**src/rtl/instr_prefetch_queue.sv**
```systemverilog
// Instruction prefetch queue: owns the fetch PC, issues sequential reads and buffers {instr, pc} in a FIFO.
// Optional build macro PREFETCH_STATS_EN adds discard_count_o (instructions thrown away by flushes).
module instr_prefetch_queue #(
  parameter int DEPTH = 4,
  parameter int AW    = 8,
  parameter int DW    = 8
) (
  input  logic          clock_i,
  input  logic          reset_i,
  input  logic          halt_i,
  input  logic          flush_i,
  input  logic [AW-1:0] flush_pc_i,
  output logic          mem_req_o,
  output logic [AW-1:0] mem_addr_o,
  input  logic [DW-1:0] mem_q_i,
  output logic          instr_valid_o,
  output logic [DW-1:0] instr_o,
  output logic [AW-1:0] instr_pc_o,
`ifdef PREFETCH_STATS_EN
  output logic [15:0]   discard_count_o,
`endif
  input  logic          instr_take_i
);

  localparam int PW = $clog2(DEPTH);
  localparam int CW = PW + 1;

  logic [AW-1:0] fetch_pc_q, fetch_pc_d;
  logic [AW-1:0] tag_q, tag_d;
  logic          inflight_q, inflight_d;
  logic [CW-1:0] count_q, count_d;
  logic [PW-1:0] wr_ptr_q, wr_ptr_d;
  logic [PW-1:0] rd_ptr_q, rd_ptr_d;

  logic [DW-1:0] instr_mem_q [DEPTH];
  logic [AW-1:0] pc_mem_q    [DEPTH];

  logic [CW:0]   occupancy;
  logic          issue;
  logic          wr_en;
  logic          pop;

  // Credit counts the in-flight read so a returning response always has a free slot.
  assign occupancy = {1'b0, count_q} + {{CW{1'b0}}, inflight_q};
  // Gating with reset keeps mem_req low during the reset cycle itself.
  assign issue     = !reset_i && !halt_i && !flush_i && (occupancy < (CW+1)'(DEPTH));
  assign wr_en     = inflight_q && !flush_i;
  assign pop       = instr_take_i && (count_q != '0) && !flush_i;

  assign mem_req_o     = issue;
  assign mem_addr_o    = fetch_pc_q;
  assign instr_valid_o = (count_q != '0);
  assign instr_o       = instr_valid_o ? instr_mem_q[rd_ptr_q] : '0;
  assign instr_pc_o    = instr_valid_o ? pc_mem_q[rd_ptr_q]    : '0;

  // NOTE: every always_comb target gets a default first so no latch can be inferred.
  always_comb begin
    fetch_pc_d = fetch_pc_q;
    tag_d      = tag_q;
    inflight_d = 1'b0;
    count_d    = count_q;
    wr_ptr_d   = wr_ptr_q;
    rd_ptr_d   = rd_ptr_q;
    if (flush_i) begin
      fetch_pc_d = flush_pc_i;
      count_d    = '0;
      wr_ptr_d   = '0;
      rd_ptr_d   = '0;
    end else begin
      inflight_d = issue;
      if (issue) begin
        tag_d      = fetch_pc_q;
        fetch_pc_d = fetch_pc_q + AW'(1);
      end
      if (wr_en) wr_ptr_d = wr_ptr_q + PW'(1);
      if (pop)   rd_ptr_d = rd_ptr_q + PW'(1);
      case ({wr_en, pop})
        2'b10:   count_d = count_q + CW'(1);
        2'b01:   count_d = count_q - CW'(1);
        default: count_d = count_q;
      endcase
    end
  end

  // NOTE: sequential state uses non-blocking assignments so all registers update together.
  always_ff @(posedge clock_i) begin
    if (reset_i) begin
      fetch_pc_q <= '0;
      tag_q      <= '0;
      inflight_q <= 1'b0;
      count_q    <= '0;
      wr_ptr_q   <= '0;
      rd_ptr_q   <= '0;
    end else begin
      fetch_pc_q <= fetch_pc_d;
      tag_q      <= tag_d;
      inflight_q <= inflight_d;
      count_q    <= count_d;
      wr_ptr_q   <= wr_ptr_d;
      rd_ptr_q   <= rd_ptr_d;
    end
  end

  // NOTE: storage is not reset; count gates the outputs, so stale slots are never visible.
  always_ff @(posedge clock_i) begin
    if (wr_en) begin
      instr_mem_q[wr_ptr_q] <= mem_q_i;
      pc_mem_q[wr_ptr_q]    <= tag_q;
    end
  end

`ifdef PREFETCH_STATS_EN
  logic [15:0] discard_count_q;
  logic [16:0] discard_sum;

  assign discard_sum     = {1'b0, discard_count_q} + 17'(occupancy);
  assign discard_count_o = discard_count_q;

  always_ff @(posedge clock_i) begin
    if (reset_i) begin
      discard_count_q <= '0;
    end else if (flush_i) begin
      discard_count_q <= discard_sum[16] ? 16'hFFFF : discard_sum[15:0];
    end
  end
`endif

endmodule

```
**config.mk**
```make
export PLATFORM = sky130hd
export DESIGN_NAME = instr_prefetch_queue
export DESIGN_NICKNAME = d
export VERILOG_FILES = /design/src/rtl/instr_prefetch_queue.sv
export SDC_FILE = /design/constraint.sdc
export NUM_CORES = 1
export LEC_CHECK = 0
export ABC_AREA = 1
export BUFFER_PORTS_ARGS = -buffer_cell sky130_fd_sc_hd__buf_4
export CAP_MARGIN = 20
export CORE_UTILIZATION = 40
export DETAILED_ROUTE_END_ITERATION = 12
export GPL_ROUTABILITY_DRIVEN = 0
export MAX_ROUTING_LAYER = met4
export SLEW_MARGIN = 30
export SYNTH_ARGS = -nofsm -noshare
export SYNTH_HDL_FRONTEND = slang
export SYNTH_SLANG_ARGS = --single-unit
```
**constraint.sdc**
```tcl
create_clock -name clock_i -period 2.8 [get_ports clock_i]
set_input_delay 0.42 -clock clock_i [delete_from_list [all_inputs] [get_ports clock_i]]
set_output_delay 0.42 -clock clock_i [all_outputs]
set_load 0.05 [all_outputs]
```
* After elaboration in Yosys (flattened, before gate mapping)
Memory sizes are Yosys's and may differ from the RTL's. A register that Yosys moved wholly into a read port is not among the register bits.
Cells that the tools add are included.
** Word-level totals
- Flip-flop bits (word level) :: 24
- Bits in writable memories :: 64
- Input port bits :: 21
- Output and inout port bits :: 26
- Logic and storage cells :: 43
- Memories kept :: 2
** Memory list
- instr_mem_q :: words 4, bits a word 8, read ports 1, clocked after Yosys merged registers in 1, wr ports 1, line 35 : logic [DW-1:0] instr_mem_q [DEPTH];
- pc_mem_q :: words 4, bits a word 8, read ports 1, clocked after Yosys merged registers in 1, wr ports 1, line 36 : logic [AW-1:0] pc_mem_q [DEPTH];
** Cells by class
- Add/subtract/negate cells :: 6
- Order comparisons :: 1
- Equal/unequal tests :: 2
- Muxes and demuxes :: 11
- Bitwise logic cells :: 1
- Reductions and logical operators :: 14
** Operator list (count)
- 8-bit two-way mux :: 4
- 8-bit by 1-bit adder with 8-bit output, second input constant :: 1
- 2-bit two-way mux :: 4
- 1-bit logical AND :: 6
- 3-bit one-hot mux with 2 select lines :: 1
- 2-bit by 1-bit adder with 2-bit output, second input constant :: 2
- 3-bit by 1-bit adder with 4-bit output :: 1
- 4-bit by 3-bit < comparator with 1-bit output, second input constant :: 1
- 2-bit nonzero test :: 2
- 3-bit by 1-bit adder with 3-bit output, second input constant :: 1
- 1-bit logical NOT :: 3
- 3-bit nonzero test :: 1
- 3-bit by 1-bit subtractor with 3-bit output, second input constant :: 1
- 2-bit by 1-bit equality test with 1-bit output, second input constant :: 1
- 2-bit equality test, second input constant :: 1
- 1-bit two-way mux :: 2
- 2-bit AND reduction :: 1
- 2-bit OR reduction :: 1
- 1-bit NOT :: 1

* Longest topological paths before layout
- Depth after elaboration :: 6
- Gate-level depth with buffers :: 10
- Depth with buffers taken out :: 10

* Worst setup path before layout
Ideal clock, no wire load.
- Path type :: reg-to-output
- From :: register (tool-made name)
- To :: output instr_pc_o[3]
- Arrival time :: 1647 ps
- Setup slack :: 733 ps
- Stages on the path, launching flop included :: 7
- Cells stage by stage :: dfxtp_1 -> clkbuf_1 -> buf_2 -> nor2_1 -> nor2_1 -> o21ai_0 -> a21oi_1
** RTL lines
- end: declaration :: line 18 : output logic [AW-1:0] instr_pc_o,

==> reports/metrics.yaml <==
status: "complete, no violations"
critical_path.max_fanout: 16
cpPeakStageDelay_ns: 0.70
cts_hold_buf: 0
coreArea_sq_um: 9200
grt_pass1_vias: 2562
drive_gt1_frac: 0.188
postPlaceCellArea_sq_um: 4270
period_needed_ns: 2.37
hold_depth: 1
ant_nets: 0
overflow: 0
required_ns: 2.38
die_area_sq_um: 9880
grt_start_max_net_pins: 23
die_h_um: 99.4
seq_area_sq_um: 2440
cp_cell_sequence: "buf_4, nor2_1, nor2_1, o21ai_0, a21oi_1, buf_4"
grt_pass1_wl_um: 12000
post-route-period-util: 0.846
drv_cap: 0
drv_slew: 0
p_per_area_nw_per_um2: 550
cts_resized: 0
drtIter0Drc: 93
antenna_found_initial: 0
rr_worst_depth: 9
nets: 448
pin_count: 47
htreeDepth: 3
rows: 35
synth.distinct_cells: 24
drtPass1Iterations: 4
area_delta_synth_final_pct: 17.3
drc: 0
vias_per_cell: 4.87
clock_sinks: 90
multiInputGateArea_sq_um: 1140
start_kind: "register"
die_x_um: 99.4
cts_buffers: 9
wl_per_cell_um: 13.5
cts_root_buffer: "clkbuf_8"
worstMarginPinSlew_ns: 0.620
fin_area_sq_um: 4450
diodes: 0
maxSlewHeadroom: 0.586
max_freq_mhz: 422
setup_tns_ns: 0
yosys_warnings: 0
crit_path_end_kind: "output pin"
crit_path_top_delay_cell: "dfxtp_1"
synth_area_sq_um: 3790
syn_avg_cell_area_sq_um: 10.3
syn-num-nets: 396
ir_drop_v: 0.000224
dpl.hpwl_um: 4680
nFillCells: 862
synthCells: 368
port_buffers: 46
cts_tree: "done"
hold_viol: 0
ys_seq_area_frac: 0.644
crit_arrival_ns: 1.95
setup_viol_count_final: 0
start_util: 0.413
rsz0062_at_grt: "false"
vias: 2608
grt_use_total: 0.164
finalWirelength_um: 7220
clk_latency_ns: 0.35
min_path_type: "primary input to register"
hold-worst-slack_ns: 0.270
cts.clk_slew.worst_paths_ns: 0.08
fin_skew_ns: 0.00657
critPathKind: "register to output pin"
synth_seq_cells: 90
p_leak_nw: 1.73
cts_setup_buffers: 0
max-clock-path-buffers: 2
[cells in the final DEF, fill, tap and decap left out, drive strengths merged]
master	count
nor3	2
nand3	15
clkinvlp	1
edfxtp	64
clkinv	1
dfxtp	26
a21oi	36
ha	6
fa	1
nand2	33
nor2	88
bufinv	1
a21boi	2
inv	32
o21ai	48
buf	56
nand3b	1
clkbuf	12
[critical path, delay by kind of cell, from the launching register on]
kind	cells	cell delay (ns)
compound gates	2	0.27
buf+inv	2	0.51
flops	1	0.70
simple gates	2	0.13
[where the power goes]
group | internal, W | total (W) | switching [W]
Clock | 0.000415 | 0.000839 | 0.000423
Combinational | 0.0000543 | 0.000148 | 0.0000937
Sequential | 0.00144 | 0.00146 | 0.0000195
Total | 0.00191 | 0.00245 | 0.000537
[synthesized netlist by cell type (all sizes together)]
cell type	number	area [sq um]
nand3	15	103
fa	1	20.0
nand3b	1	7.51
ha	6	75.1
inv	31	119
nor3	2	21.3
nor2	88	352
clkbuf	5	18.8
a21boi	2	15.0
o21ai	48	240
buf	10	68.8
edfxtp	64	1920
a21oi	36	188
dfxtp	26	521
nand2	33	124
[cells by family (layout without fill, tap and decap cells)]
group / after synthesis / in the layout / synth area share
and+or+nand+nor: 139 / 139 / 0.160
AOI/OAI and AO/OA: 86 / 86 / 0.117
DFF: 90 / 90 / 0.644
adders and majority gates: 7 / 7 / 0.0251
buffers and inverters: 46 / 103 / 0.0544
[sequential cells by signal, summed over array words and instances (netlist names), named ones only]
signal / count
count_q: 3
inflight_q: 1
instr_mem_q: 32
mem_addr_o: 8
pc_mem_q: 32
rd_ptr_q: 2
tag_q: 8
wr_ptr_q: 2
[layout make-up]
type / instances / area share
Clock buffer: 12 / 0.0304
Timing Repair Buffer: 56 / 0.0944
Tap cell: 111 / 0.0312
Multi-Input combinational cell: 232 / 0.257
Inverter: 31 / 0.0267
Clock inverter: 4 / 0.0115
Sequential cell: 90 / 0.549
[per-stage QoR]
stage          utilization  setup WS, ns  std cells  total power [W]
6_report             0.484         0.431        536          0.00245
5_1_grt              0.484         0.225        536          0.00254
4_1_cts              0.484         0.371        536          0.00247
3_5_place_dp         0.464         0.503        520          0.00164
3_3_place_gp         0.464         0.555        520          0.00164
2_1_floorplan            -         0.733        368          0.00158
[layer usage]
layer	global-route usage	share of wire
met1	0.201	0.47
met2	0.265	0.48
met3	0.0450	0.042
met4	0.0475	0.010
met5	-	0
[path summary, 6_finish.rpt]
| kind | start | slack, ns | to |
|---|---|---|---|
| min | mem_q_i[6] | 0.27 | instr_mem_q[1][6] |
| max | register | 0.43 | instr_pc_o[4] |
| min reg2reg | rd_ptr_q[1] | 0.47 | rd_ptr_q[1] |
| max reg2reg | count_q[1] | 0.90 | count_q[2] |
Power figures use the tool's default switching activity.
